==> src/rtl/m_muldiv_if.sv <==
`default_nettype none
// ============================================================================
//  Module      : m_muldiv_if
//  Description : Operand, mthi/mtlo and result bundle of the iterative
//                multiply/divide unit.
//  Revision    : 1.0  initial release
// ============================================================================
interface m_muldiv_if;
  logic        w_start;
  logic [1:0]  w_op;
  logic [31:0] w_rs;
  logic [31:0] w_rt;
  logic        w_we_hi;
  logic        w_we_lo;
  logic [31:0] w_wdata;
  logic        w_busy;
  logic        w_done;
  logic [31:0] w_hi;
  logic [31:0] w_lo;

  // Issuing side (core execute stage)
  modport master (
    output w_start, w_op, w_rs, w_rt, w_we_hi, w_we_lo, w_wdata,
    input  w_busy, w_done, w_hi, w_lo
  );

  // Multiply/divide unit
  modport slave (
    input  w_start, w_op, w_rs, w_rt, w_we_hi, w_we_lo, w_wdata,
    output w_busy, w_done, w_hi, w_lo
  );
endinterface
`default_nettype wire

==> src/rtl/m_muldiv.sv <==
`default_nettype none
// ============================================================================
//  Module      : m_muldiv
//  Description : 32-iteration shift-add multiplier / restoring divider with
//                HI/LO result registers (MULT, MULTU, DIV, DIVU, mthi, mtlo).
//  Revision    : 1.0  initial release
// ============================================================================
module m_muldiv (
  input  wire logic   w_clk,
  input  wire logic   w_rst,
  m_muldiv_if.slave   bus
);

  typedef enum logic [1:0] {
    S_IDLE = 2'd0,
    S_RUN  = 2'd1,
    S_FIX  = 2'd2,
    S_DONE = 2'd3
  } state_t;

  state_t      r_state;
  state_t      w_state_nxt;
  logic        w_busy;
  logic        w_done;

  logic [31:0] r_a;        // |multiplicand| / |dividend|, dividend shifts left
  logic [31:0] r_b;        // |multiplier| (shifts right) / |divisor|
  logic [63:0] r_acc;      // product, or {remainder, quotient} while dividing
  logic [4:0]  r_count;
  logic        r_div;      // 1 = divide, 0 = multiply
  logic        r_neg_q;    // product / quotient must be negated
  logic        r_neg_r;    // remainder must be negated (dividend was negative)
  logic        r_div0;     // divide by zero
  logic [31:0] r_rs_raw;   // unmodified dividend for the divide-by-zero result
  logic [31:0] r_hi;
  logic [31:0] r_lo;

  logic        w_launch;
  logic        w_signed;
  logic [31:0] w_rs_abs;
  logic [31:0] w_rt_abs;
  logic [32:0] w_sum;
  logic [32:0] w_shift;
  logic        w_ge;
  logic [31:0] w_diff;
  logic [63:0] w_prod;
  logic [31:0] w_quo;
  logic [31:0] w_rem;
  logic [31:0] w_res_hi;
  logic [31:0] w_res_lo;

  assign w_launch = (r_state == S_IDLE) && bus.w_start;
  assign w_signed = bus.w_op[1];
  assign w_rs_abs = (w_signed && bus.w_rs[31]) ? (32'd0 - bus.w_rs) : bus.w_rs;
  assign w_rt_abs = (w_signed && bus.w_rt[31]) ? (32'd0 - bus.w_rt) : bus.w_rt;

  // Multiply step: add multiplicand into the top half when the current
  // multiplier bit is set, then shift the 65-bit {carry, acc} right by one.
  assign w_sum = {1'b0, r_acc[63:32]} + (r_b[0] ? {1'b0, r_a} : 33'd0);

  // Divide step: trial subtract of the divisor from {rem, next dividend bit}.
  // The remainder is always below the divisor, so when the trial succeeds the
  // difference fits in 32 bits and the low-32 subtraction is exact.
  assign w_shift = {r_acc[63:32], r_a[31]};
  assign w_ge    = (w_shift >= {1'b0, r_b});
  assign w_diff  = w_shift[31:0] - r_b;

  // Sign correction applied in FIX
  assign w_prod = r_neg_q ? (64'd0 - r_acc) : r_acc;
  assign w_quo  = r_neg_q ? (32'd0 - r_acc[31:0]) : r_acc[31:0];
  assign w_rem  = r_neg_r ? (32'd0 - r_acc[63:32]) : r_acc[63:32];

  // Select the value that FIX commits to HI/LO
  always_comb begin
    w_res_hi = w_prod[63:32];
    w_res_lo = w_prod[31:0];
    if (r_div0) begin
      w_res_hi = r_rs_raw;
      w_res_lo = 32'hFFFF_FFFF;
    end else if (r_div) begin
      w_res_hi = w_rem;
      w_res_lo = w_quo;
    end
  end

  // State register
  always_ff @(posedge w_clk) begin
    if (w_rst) r_state <= S_IDLE;
    else       r_state <= w_state_nxt;
  end

  // Next-state and status outputs
  always_comb begin
    w_state_nxt = r_state;
    w_busy      = 1'b1;
    w_done      = 1'b0;
    case (r_state)
      S_IDLE: begin
        w_busy = 1'b0;
        if (bus.w_start) w_state_nxt = S_RUN;
      end
      S_RUN:   if (r_count == 5'd31) w_state_nxt = S_FIX;
      S_FIX:   w_state_nxt = S_DONE;
      S_DONE: begin
        w_done      = 1'b1;
        w_state_nxt = S_IDLE;
      end
      default: w_state_nxt = S_IDLE;
    endcase
  end

  // Operand capture, iteration datapath and HI/LO registers
  always_ff @(posedge w_clk) begin
    if (w_rst) begin
      r_a      <= 32'd0;
      r_b      <= 32'd0;
      r_acc    <= 64'd0;
      r_count  <= 5'd0;
      r_div    <= 1'b0;
      r_neg_q  <= 1'b0;
      r_neg_r  <= 1'b0;
      r_div0   <= 1'b0;
      r_rs_raw <= 32'd0;
      r_hi     <= 32'd0;
      r_lo     <= 32'd0;
    end else begin
      // mthi/mtlo only while idle; a write on the launch edge still lands
      if (r_state == S_IDLE) begin
        if (bus.w_we_hi) r_hi <= bus.w_wdata;
        if (bus.w_we_lo) r_lo <= bus.w_wdata;
      end
      if (w_launch) begin
        r_a      <= w_rs_abs;
        r_b      <= w_rt_abs;
        r_acc    <= 64'd0;
        r_count  <= 5'd0;
        r_div    <= bus.w_op[0];
        r_neg_q  <= w_signed && (bus.w_rs[31] ^ bus.w_rt[31]);
        r_neg_r  <= w_signed && bus.w_rs[31];
        r_div0   <= bus.w_op[0] && (bus.w_rt == 32'd0);
        r_rs_raw <= bus.w_rs;
      end
      if (r_state == S_RUN) begin
        r_count <= r_count + 5'd1;
        if (r_div) begin
          r_acc[63:32] <= w_ge ? w_diff : w_shift[31:0];
          r_acc[31:0]  <= {r_acc[30:0], w_ge};
          r_a          <= {r_a[30:0], 1'b0};
        end else begin
          r_acc <= {w_sum, r_acc[31:1]};
          r_b   <= {1'b0, r_b[31:1]};
        end
      end
      if (r_state == S_FIX) begin
        r_hi <= w_res_hi;
        r_lo <= w_res_lo;
      end
    end
  end

  assign bus.w_busy = w_busy;
  assign bus.w_done = w_done;
  assign bus.w_hi   = r_hi;
  assign bus.w_lo   = r_lo;

endmodule
`default_nettype wire

==> src/flat_wrapper.sv <==
// flat-port wrapper written by rule: the top's interface ports become plain ports
module m_muldiv_flat 
  (w_clk, w_rst, bus_w_start, bus_w_op, bus_w_rs, bus_w_rt, bus_w_we_hi, bus_w_we_lo, bus_w_wdata, bus_w_busy, bus_w_done, bus_w_hi, bus_w_lo);
  m_muldiv_if bus_i ();
  input  wire logic w_clk;
  input  wire logic w_rst;
  input wire logic [$bits(bus_i.w_start)-1:0] bus_w_start;
  input wire logic [$bits(bus_i.w_op)-1:0] bus_w_op;
  input wire logic [$bits(bus_i.w_rs)-1:0] bus_w_rs;
  input wire logic [$bits(bus_i.w_rt)-1:0] bus_w_rt;
  input wire logic [$bits(bus_i.w_we_hi)-1:0] bus_w_we_hi;
  input wire logic [$bits(bus_i.w_we_lo)-1:0] bus_w_we_lo;
  input wire logic [$bits(bus_i.w_wdata)-1:0] bus_w_wdata;
  output wire logic [$bits(bus_i.w_busy)-1:0] bus_w_busy;
  output wire logic [$bits(bus_i.w_done)-1:0] bus_w_done;
  output wire logic [$bits(bus_i.w_hi)-1:0] bus_w_hi;
  output wire logic [$bits(bus_i.w_lo)-1:0] bus_w_lo;
  assign bus_i.w_start = bus_w_start;
  assign bus_i.w_op = bus_w_op;
  assign bus_i.w_rs = bus_w_rs;
  assign bus_i.w_rt = bus_w_rt;
  assign bus_i.w_we_hi = bus_w_we_hi;
  assign bus_i.w_we_lo = bus_w_we_lo;
  assign bus_i.w_wdata = bus_w_wdata;
  assign bus_w_busy = bus_i.w_busy;
  assign bus_w_done = bus_i.w_done;
  assign bus_w_hi = bus_i.w_hi;
  assign bus_w_lo = bus_i.w_lo;
  m_muldiv u_core (.w_clk(w_clk), .w_rst(w_rst), .bus(bus_i));
endmodule
==> config.mk <==
export PLATFORM = sky130hd
export DESIGN_NAME = m_muldiv_flat
export DESIGN_NICKNAME = d
export VERILOG_FILES = /design/src/rtl/m_muldiv_if.sv /design/src/rtl/m_muldiv.sv /design/src/flat_wrapper.sv
export SDC_FILE = /design/constraint.sdc
export NUM_CORES = 1
export LEC_CHECK = 0
export ABC_AREA = 1
export CELL_PAD_IN_SITES_DETAIL_PLACEMENT = 1
export CELL_PAD_IN_SITES_GLOBAL_PLACEMENT = 1
export CORE_AREA = 2 2 336 172
export DETAILED_ROUTE_END_ITERATION = 8
export DIE_AREA = 0 0 338 174
export GPL_ROUTABILITY_DRIVEN = 0
export MAX_ROUTING_LAYER = met4
export PLACE_DENSITY_LB_ADDON = 0.3
export SLEW_MARGIN = 25
export SYNTH_ARGS = -nofsm -noshare
export SYNTH_HDL_FRONTEND = slang
export SYNTH_SLANG_ARGS = --single-unit
export TNS_END_PERCENT = 30
==> constraint.sdc <==
create_clock -name w_clk -period 3 [get_ports w_clk]
set_clock_uncertainty 0.2 [all_clocks]
set_input_delay 0.6 -clock w_clk [delete_from_list [all_inputs] [get_ports w_clk]]
set_output_delay 0.6 -clock w_clk [all_outputs]
set_load 0.01 [all_outputs]
==> results of run 1 <==
## logic make-up after synthesis
kind of cell	synth area share (%)
simple gates	37.2
compound gates	20.4
buf+inv	11.1
flops	24.3
fa+ha+maj	5.11
xor+xnor	1.90
## per-layer routing
layer | vias up | share of wire (%)
met5 | - | 0
met3 | 60 | 16
met2 | 1262 | 34
li1 | 11483 | -
met4 | 0 | 0.62
met1 | 11876 | 49
## placed cells by master, fill, tap and decap left out, drive strengths merged, types with 7 or more instances in the layout
master,n
nand2,913
nor2,440
inv,405
nand3,265
o21ai,265
a21oi,254
dfxtp,235
buf,198
clkdlybuf4s50,166
ha,76
a31oi,56
nand4,45
clkbuf,34
a22oi,32
nor3,30
o211ai,29
xnor2,25
nand3b,18
xor2,17
o21bai,15
clkinv,13
a41oi,11
or2,11
o22ai,8
o21a,8
clkinvlp,7
## registers in the layout (all words and copies together) (netlist names)
register / count
u_core.r_acc: 64
u_core.bus.w_hi: 32
u_core.bus.w_lo: 32
u_core.r_a: 32
u_core.r_b: 32
u_core.r_rs_raw: 32
u_core.r_count: 5
u_core.r_state: 2
u_core.r_div: 1
u_core.r_div0: 1
u_core.r_neg_q: 1
u_core.r_neg_r: 1
## metrics by stage
stage | power [mW] | setup slack [ps]
2_1_floorplan | 10.9 | 371
3_3_place_gp | 15.8 | -133
3_5_place_dp | 16.0 | -112
4_1_cts | 19.6 | 31.7
5_1_grt | 21.4 | -75.7
6_report | 20.3 | -26.5
## worst paths after layout
check / depth (start not counted) / from / to / slack [ps]
worst min register to register: 2 / u_core.r_rs_raw[4] / u_core.r_rs_raw[4] / 270
worst min-delay path: 2 / u_core.r_rs_raw[4] / u_core.r_rs_raw[4] / 270
worst max-delay path: 11 / u_core.r_acc[0] / u_core.bus.w_hi[14] / -30
worst max register to register: 11 / u_core.r_acc[0] / u_core.bus.w_hi[14] / -30
## critical path, cell delays in order, from the launching register on
cell     delay, ps
dfxtp_1        370
inv_1          110
ha_1           190
nand3_1        230
nor2_1         360
nand2_1        270
o21ai_2        270
nand3_1        100
nand2_1        220
nor2_1         100
o21ai_0        370
a21oi_1        120
## cell type report
type	count	area [um^2]
Clock inverter	12	166
Clock buffer	34	719
Sequential cell	235	4710
Inverter	416	1580
Fill cell	7662	32100
Timing Repair Buffer	365	3300
Antenna cell	2	5.00
Multi-Input combinational cell	2554	12700
Tap cell	768	961
## repair_timing
item,4_1_cts,5_1_grt
buffers inserted,0,2
pin swaps,0,1
setup endpoints to repair,5,34
gates resized for setup,3,46
## power breakdown
| part | leakage, nW | switching (mW) | internal, mW |
|---|---|---|---|
| logic | 9.00 | 8.31 | 3.91 |
| clock network | 0.431 | 1.56 | 1.96 |
| registers | 1.92 | 0.703 | 3.87 |
==> flow_summary.ini, run 1 <==
[outcome]
run_status = finished, violations left
violations = negative setup slack

[detailed_routing]
drt_iter0_drc = 3694
wirelength_mm = 103
via_count = 24681
ant_nets = 0
vias_per_cell = 5.63
firstDrtPassIters = 5
wire_per_inst_um = 23.4
drc = 0

[power]
p_leak_nw = 11.4
p_per_area_mw_per_mm2 = 841
peakVddDrop_uv = 468

[yosys]
yosysWarnings = 0
yosysMostFrequentCell = nand2_1
synth_edf_count = 0
synth_largest_area_cell = dfxtp_1
synth_seq_cells = 235
yosys.area.top_type_share_pct = 24.3
async_flop_share_pct = 0
ys_top_cells_by_area = dfxtp_1, nand2_1, nor2_1
syn_inst = 3351
yosysSeqAreaShare_pct = 24.3
synthTopCellsByCount = nand2_1, nor2_1, inv_1
syn_avg_cell_area_um2 = 5.79
ys.flop_type = dfxtp_1
synthDistinctLibCells = 54
synth_nets = 3532
netlist_area_mm2 = 0.0194

[grt]
grt_pass1_vias = 22881
antenna_found_initial = 4
grt_pass1_wl_mm = 150
top_usage_layer = met1
grtUsageTotal_pct = 35.1
grt.overflow.total = 0
groute.layer.met2.usage_pct = 39.5
grt_max_degree = 112
grtUsageMet3_pct = 15.6
grt.met1_usage_pct = 55.4

[cts]
clock_path_buffers = 3
numCtsBuffers = 25
cts_tree = yes
cts.clk_slew.worst_paths_ps = 70
cts_max_level = 1
clkLatencyLatePin_ps = 600
clkSinkCount = 235
cts_hold_buf = 0
root_buffer = clkbuf_16

[die]
die-area_mm2 = 0.0588
io_pins = 169
start_util_pct = 34.5
rows = 62
design.core.area_mm2 = 0.0562
die_h_um = 174
die_width_um = 338

[place]
dp_hpwl_mm = 82.8
placed_cells = 4336
place_area_mm2 = 0.0230
place.port_buffers = 168

[sta]
drv_slew = 0
setup_slack_ps = -26.5
tightest_slew_ps = 948
fmax_mhz = 330
whs_ps = 267
period_share_pct = 101
rsz0062_at_grt = true
slew_headroom_pct = 36.7
fin_crit_ps = 3030
setup_viol = 1
fin_setup_tns_ps = -26.5
hold_violations = 0

[critical_path]
crit_type = reg -> reg
cp_max_fo = 4
end_kind = flop
worst_setup_path_start_kind = flop
crit_arrival_ps = 3270
required_ps = 3250

[cells_and_area]
nets = 3778
drive_gt1_share_pct = 9.26
layoutNonFillerInstCount = 4386
fin_util_pct = 43.0
final_area_mm2 = 0.0242
layout-area-overhead-vs-synth_pct = 24.6

[min_path]
hp-class = reg -> reg

[run]
max-cap-violations = 0
Note: power is estimated with default switching activity, not from simulation.
==> run 2, diff against run 1 <==
- PLACE_DENSITY: not set -> 0.7
- PLACE_DENSITY_LB_ADDON: 0.3 -> not set
==> run 2 against run 1 <==
  * The flow now finishes without violations
  * Utilization rose by 0.10 points
  * Critical endpoint is now bus_w_busy
  * Critical path type is now reg -> out
  * Non-clock buffer count fell by 18
  * Worst hold slack improved by 20 ps
  * Sequential share of layout area barely moved
  * Combinational power barely moved
  * Via count rose by 3.0%
  * Wire length rose by 4.9%
  * Global-route usage rose by 1.5 points
  * Die area did not move
  * Clock-buffer cell count fell by 2
  * Flip-flop and latch count did not move
  * Critical path depth fell by 7
==> flow_summary.ini, run 2 (synthesis results as in run 1) <==
[outcome]
run_status = finished clean

[cts]
cts_hold_buf = 0
cts.clk_slew.worst_paths_ps = 70
numCtsBuffers = 25
clkLatencyLatePin_ps = 610
root_buffer = clkbuf_16
cts_max_level = 1
clkSinkCount = 235
cts_tree = yes
clock_path_buffers = 3

[grt]
grtUsageMet3_pct = 16.1
antenna_found_initial = 4
groute.layer.met2.usage_pct = 43.3
grt_pass1_wl_mm = 156
grtUsageTotal_pct = 36.6
grt_pass1_vias = 24081
top_usage_layer = met1
grt.met1_usage_pct = 55.9
grt_max_degree = 125
grt.overflow.total = 0

[die]
design.core.area_mm2 = 0.0562
die_width_um = 338
die-area_mm2 = 0.0588
start_util_pct = 34.5
rows = 62
io_pins = 169
die_h_um = 174

[detailed_routing]
wire_per_inst_um = 24.7
drc = 0
vias_per_cell = 5.82
drt_iter0_drc = 3465
ant_nets = 0
wirelength_mm = 108
firstDrtPassIters = 6
via_count = 25427

[cells_and_area]
layout-area-overhead-vs-synth_pct = 24.9
final_common_cell = nand2_1
regMostFlops = u_core.r_acc
largest_register_ffs = 64
nets = 3760
mostFrequentLayoutCells = nand2_1, nor2_1, inv_1
final_area_mm2 = 0.0242
drive_gt1_share_pct = 9.45

[critical_path]
regToRegEndpoint = u_core.bus.w_hi[7]
crit_arrival_ps = 2170
cp-startpoint = u_core.r_state[1]
cp_max_fo = 4
reg2reg_slack_ps = 40
end_kind = primary output
worstRegToRegCells = 10
crit_type = reg -> out
r2r-start = u_core.r_acc[7]
worst_setup_path_start_kind = flop
required_ps = 2200

[sta]
setup_viol = 0
period_share_pct = 98.9
tightest_slew_ps = 838
rsz0062_at_grt = true
fin_setup_tns_ps = 0
fin_crit_ps = 2970
slew_headroom_pct = 44.2
hold_violations = 0
fmax_mhz = 337
whs_ps = 287
drv_slew = 0

[power]
p_leak_nw = 11.3
p_per_area_mw_per_mm2 = 848
peakVddDrop_uv = 473

[min_path]
hp-class = reg -> reg
hold_depth = 2
hold_end = u_core.r_rs_raw[30]
min-delay-start = u_core.r_rs_raw[30]

[place]
place_area_mm2 = 0.0229
place.port_buffers = 168
dp_hpwl_mm = 86.2

[run]
max-cap-violations = 0
-- run 2: changes by cell type in the layout (fill, tap and decap cells not counted), moves of 4 or more --
cell,previous run,this run
nand2_2,5,13
inv_2,15,11
inv_1,389,394
buf_4,186,162
nor2_1,419,409
ha_1,68,63
nand2_1,906,898
buf_12,11,15
nor2_2,13,20
-- run 2: power breakdown --
group	leakage, nW	switching, mW	internal, mW
combinational	8.93	8.49	3.82
clock	0.440	1.58	2.06
sequential	1.93	0.732	3.87
total	11.3	10.8	9.74
-- run 2: worst max path at each step --
stage,to,cells past startpoint,slack [ps]
2_1_floorplan,u_core.r_acc[61],18,370
3_3_place_gp,u_core.r_div0,12,-100
3_5_place_dp,u_core.r_div0,12,-160
6_report,bus_w_busy,4,30
4_1_cts,u_core.r_acc[53],15,10
5_1_grt,u_core.r_acc[61],18,-100
-- run 2: final cells by class --
cell class | instances | area, um^2
clock inverters | 13 | 219
diodes | 2 | 5.00
fillers | 7553 | 32000
clock buffers | 32 | 682
repair buffers | 347 | 3230
multi-input cells | 2554 | 12800
well taps | 768 | 961
flip-flops and latches | 235 | 4710
inverters | 416 | 1590
-- run 2: layer usage --
layer / vias up / part of all wire (%)
li1: 11430 / -
met1: 12538 / 48
met2: 1376 / 35
met3: 83 / 16
met4: 0 / 1.0
met5: - / 0
-- run 2: what timing repair did --
action	in CTS	in global routing
gates resized for setup	10	74
setup endpoints to repair	26	61
hold endpoints to repair	0	0
setup buffers	0	4
pin swaps	0	4
-- run 2: critical path: stages, from the launching register on --
cell             delay (ps)
dfxtp_1                 380
inv_1                   120
ha_1                    290
inv_1                   200
clkdlybuf4s50_1         570
-- run 2: through the flow --
stage	utilization [%]	power, mW	cells	worst slack [ps]
after floorplan	-	10.9	3351	371
after global placement	40.8	15.5	4316	-95.4
after detailed placement	40.8	15.9	4316	-156
after CTS	42.5	19.6	4361	12.2
after global routing	43.1	21.5	4367	-98.9
final	43.1	20.5	4367	33.0
